--- config.mk ---
export PLATFORM = sky130hd
export DESIGN_NAME = aux_row_reader
export DESIGN_NICKNAME = d
export VERILOG_FILES = /design/src/rtl/aux_row_reader_pkg.sv /design/src/rtl/hex_word_serializer.sv /design/src/rtl/aux_row_reader.sv
export SDC_FILE = /design/constraint.sdc
export NUM_CORES = 1
export LEC_CHECK = 0
export ABC_AREA = 1
export CAP_MARGIN = 20
export CORE_AREA = 5 5 81 83
export DETAILED_ROUTE_END_ITERATION = 6
export DIE_AREA = 0 0 86 88
export PLACE_DENSITY = 0.68
export SYNTH_ARGS = -nofsm -noshare
export SYNTH_HDL_FRONTEND = slang
export SYNTH_SLANG_ARGS = --single-unit
export TNS_END_PERCENT = 20
--- constraint.sdc ---
create_clock -name clock_in -period 2.04 [get_ports clock_in]
set_clock_uncertainty 0.15 [all_clocks]
set_input_delay 0.408 -clock clock_in [delete_from_list [all_inputs] [get_ports clock_in]]
set_output_delay 0.408 -clock clock_in [all_outputs]
set_load 0.1 [all_outputs]
--- src/rtl/aux_row_reader_pkg.sv ---
// Shared definitions for the aux row reader: FSM state encoding, character
// constants and the nibble-to-ASCII conversion.
// Build option: AUX_ROW_READER_ZERO_BLANK_EN blanks leading zero nibbles.
package aux_row_reader_pkg;

    typedef enum logic [2:0] {
        IDLE,
        FETCH,
        CAPTURE,
        EMIT,
        SEP,
        DONE
    } state_e;

    localparam logic [7:0] ASCII_SPACE   = 8'h20;
    localparam int         CHARS_PER_ROW = 14;

`ifdef AUX_ROW_READER_ZERO_BLANK_EN
    localparam bit ZERO_BLANK_EN = 1'b1;
`else
    localparam bit ZERO_BLANK_EN = 1'b0;
`endif

    // 0-9 -> '0'-'9', 10-15 -> 'A'-'F'
    function automatic logic [7:0] nibble_to_ascii(input logic [3:0] nib);
        if (nib < 4'd10) begin
            return 8'h30 + {4'h0, nib};
        end
        return 8'h37 + {4'h0, nib};
    endfunction

endpackage

--- src/rtl/hex_word_serializer.sv ---
// Serialises one aux word into four hex characters, MSB nibble first, with a
// valid/ready handshake. Reused by the row reader for every word of a row.
// With AUX_ROW_READER_ZERO_BLANK_EN defined, leading zero nibbles are sent as
// spaces while the final nibble is always a digit.
module hex_word_serializer
    import aux_row_reader_pkg::*;
#(
    parameter int DATA_WIDTH = 16
) (
    input  logic                  clock_in,
    input  logic                  reset_n_in,
    input  logic                  clear_in,
    input  logic                  load_in,
    input  logic [DATA_WIDTH-1:0] word_in,
    input  logic                  ready_in,
    output logic [7:0]            char_out,
    output logic                  valid_out,
    output logic                  last_xfer_out
);

    logic [DATA_WIDTH-1:0] word_q;
    logic [1:0]            cnt_q;
    logic                  lead_q;
    logic                  valid_q;
    logic [7:0]            char_q;
    logic [3:0]            load_nib;
    logic [3:0]            next_nib;
    logic                  xfer;

    // word_q is kept pre-shifted so its top nibble is always the next one to send
    assign load_nib = word_in[DATA_WIDTH-1 -: 4];
    assign next_nib = word_q[DATA_WIDTH-1 -: 4];
    assign xfer     = valid_q && ready_in;

    assign char_out      = char_q;
    assign valid_out     = valid_q;
    assign last_xfer_out = xfer && (cnt_q == 2'd3);

    // Character for a nibble, blanking it when still inside a leading-zero run
    function automatic logic [7:0] nib_char(input logic [3:0] nib,
                                            input logic       still_lead,
                                            input logic       is_last);
        if (ZERO_BLANK_EN && still_lead && (nib == 4'h0) && !is_last) begin
            return ASCII_SPACE;
        end
        return nibble_to_ascii(nib);
    endfunction

    // Load a word, then advance one nibble per accepted character
    always_ff @(posedge clock_in or negedge reset_n_in) begin
        if (!reset_n_in) begin
            word_q  <= '0;
            cnt_q   <= 2'd0;
            lead_q  <= 1'b0;
            valid_q <= 1'b0;
            char_q  <= 8'h00;
        end else if (clear_in) begin
            valid_q <= 1'b0;
        end else if (load_in) begin
            word_q  <= word_in << 4;
            cnt_q   <= 2'd0;
            lead_q  <= (load_nib == 4'h0);
            valid_q <= 1'b1;
            char_q  <= nib_char(load_nib, 1'b1, 1'b0);
        end else if (xfer) begin
            if (cnt_q == 2'd3) begin
                valid_q <= 1'b0;
            end else begin
                cnt_q  <= cnt_q + 2'd1;
                word_q <= word_q << 4;
                lead_q <= lead_q && (next_nib == 4'h0);
                char_q <= nib_char(next_nib, lead_q, (cnt_q == 2'd2));
            end
        end
    end

endmodule

--- src/rtl/aux_row_reader.sv ---
// Reads the three aux words of one row (CPU, instruction, data) and streams
// them as "HHHH HHHH HHHH" ASCII characters to a renderer.
// Build option: AUX_ROW_READER_ZERO_BLANK_EN (leading-zero blanking).
module aux_row_reader
    import aux_row_reader_pkg::*;
#(
    parameter int DATA_WIDTH        = 16,
    parameter int AUX_ADDRESS_WIDTH = 5,
    parameter int CPU_ELEMENTS      = 10,
    parameter int MEMORY_ELEMENTS   = 10
) (
    input  logic                         clock_in,
    input  logic                         reset_n_in,
    input  logic                         v_sync_in,
    input  logic                         row_request_in,
    input  logic [3:0]                   row_index_in,
    input  logic [DATA_WIDTH-1:0]        aux_data_in,
    output logic [AUX_ADDRESS_WIDTH-1:0] aux_raddress_out,
    output logic [7:0]                   char_code_out,
    output logic                         char_valid_out,
    input  logic                         char_ready_in,
    output logic                         busy_out,
    output logic                         row_done_out,
    output logic                         row_abort_out
);

    state_e                         state_q;
    logic [3:0]                     row_q;
    logic [1:0]                     word_sel_q;
    logic [3:0]                     xfer_cnt_q;
    logic [AUX_ADDRESS_WIDTH-1:0]   raddr_q;
    logic                           busy_q;
    logic                           done_q;
    logic                           abort_q;
    logic                           sep_valid_q;

    logic [7:0] ser_char;
    logic       ser_valid;
    logic       ser_last_xfer;
    logic       ser_load;
    logic       abort;
    logic       xfer;
    logic       req_ok;

    // Address of word 'sel' (0 CPU, 1 instruction, 2 data) for a given row
    function automatic logic [AUX_ADDRESS_WIDTH-1:0] word_addr(input logic [1:0] sel,
                                                             input logic [3:0] row);
        logic [AUX_ADDRESS_WIDTH-1:0] base;
        case (sel)
            2'd0:    base = '0;
            2'd1:    base = AUX_ADDRESS_WIDTH'(CPU_ELEMENTS);
            default: base = AUX_ADDRESS_WIDTH'(CPU_ELEMENTS + MEMORY_ELEMENTS);
        endcase
        return base + AUX_ADDRESS_WIDTH'(row);
    endfunction

    // The aux writer may run while v_sync is low, so a busy row is abandoned then
    assign abort    = busy_q && !v_sync_in;
    assign xfer     = char_valid_out && char_ready_in;
    assign req_ok   = row_request_in && v_sync_in && (int'(row_index_in) < CPU_ELEMENTS);
    assign ser_load = (state_q == CAPTURE);

    assign aux_raddress_out = raddr_q;
    assign busy_out         = busy_q;
    assign row_done_out     = done_q;
    assign row_abort_out    = abort_q;
    assign char_valid_out   = ser_valid || sep_valid_q;
    assign char_code_out    = sep_valid_q ? ASCII_SPACE : ser_char;

    hex_word_serializer #(
        .DATA_WIDTH(DATA_WIDTH)
    ) u_ser (
        .clock_in     (clock_in),
        .reset_n_in   (reset_n_in),
        .clear_in     (abort),
        .load_in      (ser_load),
        .word_in      (aux_data_in),
        .ready_in     (char_ready_in),
        .char_out     (ser_char),
        .valid_out    (ser_valid),
        .last_xfer_out(ser_last_xfer)
    );

    // Row sequencing: fetch/capture each word, emit its nibbles, then a separator
    always_ff @(posedge clock_in or negedge reset_n_in) begin
        if (!reset_n_in) begin
            state_q     <= IDLE;
            row_q       <= 4'd0;
            word_sel_q  <= 2'd0;
            xfer_cnt_q  <= 4'd0;
            raddr_q     <= '0;
            busy_q      <= 1'b0;
            done_q      <= 1'b0;
            abort_q     <= 1'b0;
            sep_valid_q <= 1'b0;
        end else begin
            done_q  <= 1'b0;
            abort_q <= 1'b0;
            if (abort) begin
                state_q     <= IDLE;
                busy_q      <= 1'b0;
                sep_valid_q <= 1'b0;
                abort_q     <= 1'b1;
            end else begin
                if (xfer) begin
                    xfer_cnt_q <= xfer_cnt_q + 4'd1;
                end
                case (state_q)
                    IDLE: begin
                        if (req_ok) begin
                            row_q      <= row_index_in;
                            word_sel_q <= 2'd0;
                            xfer_cnt_q <= 4'd0;
                            raddr_q    <= word_addr(2'd0, row_index_in);
                            busy_q     <= 1'b1;
                            state_q    <= FETCH;
                        end
                    end
                    FETCH:   state_q <= CAPTURE;
                    CAPTURE: state_q <= EMIT;
                    EMIT: begin
                        if (ser_last_xfer) begin
                            if (xfer_cnt_q == 4'(CHARS_PER_ROW - 1)) begin
                                state_q <= DONE;
                                busy_q  <= 1'b0;
                                done_q  <= 1'b1;
                            end else begin
                                state_q     <= SEP;
                                sep_valid_q <= 1'b1;
                            end
                        end
                    end
                    SEP: begin
                        if (char_ready_in) begin
                            sep_valid_q <= 1'b0;
                            word_sel_q  <= word_sel_q + 2'd1;
                            raddr_q     <= word_addr(word_sel_q + 2'd1, row_q);
                            state_q     <= FETCH;
                        end
                    end
                    DONE:    state_q <= IDLE;
                    default: state_q <= IDLE;
                endcase
            end
        end
    end

endmodule

==> run summary <==
Status = complete, no violations
Fin cells = 462
P_leak = 0.001675 uW
Hold Path Class = primary input to async pin
Commonest non-fill, non-tap cells in the layout = 104 x nand2_1, 50 x inv_1, 44 x dfrtp_1
Commonest non-fill, non-tap cell in the layout = nand2_1
Distinct cells, synth = 28
Initial detailed-routing violation count = 56
Worst slew pin tran = 0.5690 ns
Clock Pin Slew Worst Setup and Hold Paths = 0.08 ns
Final nets = 422
Number of setup buffers added after CTS = 0
Worst Setup Start Kind = flip-flop
Worst EP required = 2.12 ns
FP Rows = 28
Cell Pwr Density = 1749 mW/mm^2
Die X = 86 microns
Peak supply drop = 0.001396 V
Synth warn = 0
Die Ht = 88 microns
Post-DR wirelength/cell = 12.16 microns
Post-layout util = 56.04%
Final setup fails = 0
First-pass GRT wire length = 9818 microns
Via count = 2245
Initial antenna violation count = 0
Initial Utilization = 43.16%
Synthesized area = 0.002495 sq mm
Finished Cell Area = 0.003239 sq mm
Diode count = 0
Yosys reg bits = 44
Post-Route WL = 5619 microns
WS Path Type = flip-flop to flip-flop
Met3 usage = 3.481%
Placed cell area = 0.003162 sq mm
Root buf cell = clkbuf_8
H-tree depth = 2
DP Wirelength = 4269 microns
Core area = 0.005781 sq mm
Hold buffer count at CTS = 0
Critical-path maximum fanout = 3
I/O pins = 42
CTS Buf Count = 5
Top FF cell, synth = dfrtp_1
Fmax = 0.5182 GHz
Vias in the first global route = 2174
Routing usage on met2 = 26.98%
Max-Cap Viols = 0
Final worst-path cycle share = 94.60%
PortBufs = 40
Syn Nets = 373
Arrival time at the worst endpoint = 2.01 ns
Nature of the critical path endpoint = flip-flop
CTS tree = done
CTS sink count = 44
All-Layer GR Usage = 16.22%
Ratio of cells with drive above 1 in the final layout = 11.89%
Remaining DRCs = 0
Post-DRT Antenna Nets = 0
GP Congestion = 0.8611
Fraction of registers with async set/reset = 100.0%
Clock Latency Late Sink = 0.29 ns
Pre-antenna DRT Iters = 4
Cells after DPL = 455
Syn avg cell area = 7.381 sq um
RSZ-0062 raised after global routing = false
Tmin final = 1.930 ns
Die area = 0.007568 sq mm
Resized cells post-CTS = 0
GRT busiest layer = met2
Area delta synth->final = 29.84%
Worst slew margin = 62.07%
Met1 Use GR = 20.77%
Slew Viols, Final = 0
Synthesized instance count = 338
Sequential fraction of the synthesis area = 44.13%
Vias per cell = 4.859
Largest net degree at the start of global routing = 45
Number of synthesized flops with an enable pin = 0
Grt total ovfl = 0
Final hold vios = 0
Clk buf depth = 2
## critical path: stages (launching register included)
cell and delay [ns]:
dfrtp_1 0.38, inv_1 0.05, ha_1 0.32, inv_1 0.10, fa_1 0.40, xor2_1 0.18, o21a_1 0.17, o21ai_1 0.11
## report_power, final
group | switching, uW | internal (uW)
clock network | 295 | 234
registers | 283 | 1270
logic | 2320 | 1260
total | 2900 | 2770
## path summary, 6_finish.rpt
kind / from / end / slack [ns] / cells past startpoint
min in group clock_in: u_ser.word_q[5] / u_ser.word_q[5] / 0.33 / 2
max: word_sel_q[0] / aux_raddress_out[3] / 0.11 / 7
max reg2reg: word_sel_q[0] / aux_raddress_out[3] / 0.11 / 7
min: reset_n_in / u_ser.word_q[8] / 0.03 / 2
min reg2reg: u_ser.word_q[5] / u_ser.word_q[5] / 0.33 / 2
max in group asynchronous: reset_n_in / u_ser.word_q[15] / 1.31 / 2
## metal layers
layer | part of all wire [%] | vias up
met5 | 0 | -
met4 | 1.7 | 0
met3 | 4.6 | 10
met2 | 47 | 48
met1 | 47 | 1031
li1 | - | 1156
## state kept, by name (all words and copies together), names as in the netlist, 2 cells and up
name              flops
u_ser.cnt_q           2
u_ser.char_out        7
u_ser.word_q         12
state_q               3
xfer_cnt_q            4
aux_raddress_out      5
word_sel_q            2
row_q                 4
## Yosys cell counts (2+ instances only)
cell | count | area [sq um]
inv_2 | 2 | 7.510
buf_6 | 2 | 22.52
buf_4 | 2 | 15.01
buf_2 | 4 | 20.02
a21oi_1 | 10 | 50.05
dfrtp_1 | 44 | 1101
nor2_1 | 28 | 105.1
nand2_1 | 104 | 390.4
inv_1 | 50 | 187.7
or2_2 | 2 | 12.51
ha_1 | 9 | 112.6
o211ai_1 | 6 | 45.04
nand3_2 | 2 | 20.02
nor3_1 | 3 | 15.01
nand3_1 | 25 | 125.1
nand2_2 | 5 | 31.28
o21ai_1 | 7 | 35.03
o21ai_0 | 23 | 115.1
## per-stage QoR
step           TNS, ns  total power [uW]  hold WS, ns  worst slack [ns]
6_report             0              5665      0.02716            0.1102
5_1_grt              0              6154      0.08841           0.01270
4_1_cts              0              5718      0.06069           0.08486
3_5_place_dp         0              5176       0.3111           0.03661
3_3_place_gp         0              5094       0.3071           0.08280
2_1_floorplan   -1.293              4087     -0.03759           -0.2139
## layout make-up
type,count,area (sq um)
Fill cell,561,2541
Timing Repair Buffer,50,630.6
Clock buffer,6,72.57
Sequential cell,44,1101
Multi-Input combinational cell,234,1141
Clock inverter,1,5.005
Tap cell,75,93.84
Inverter,52,195.2
## kinds of logic (layout without fill, tap and decap cells)
family / Yosys count / in the layout / synth area share, %
and+or+nand+nor: 173 / 173 / 29.24
buffers and inverters: 60 / 109 / 10.13
AOI/OAI and AO/OA: 49 / 49 / 10.68
DFF: 44 / 44 / 44.13
adders and majority gates: 10 / 10 / 5.316
other: 1 / 1 / 0.1503
xor gates and xnor gates: 1 / 1 / 0.3511
No activity file was read; power rests on OpenSTA's default activity.
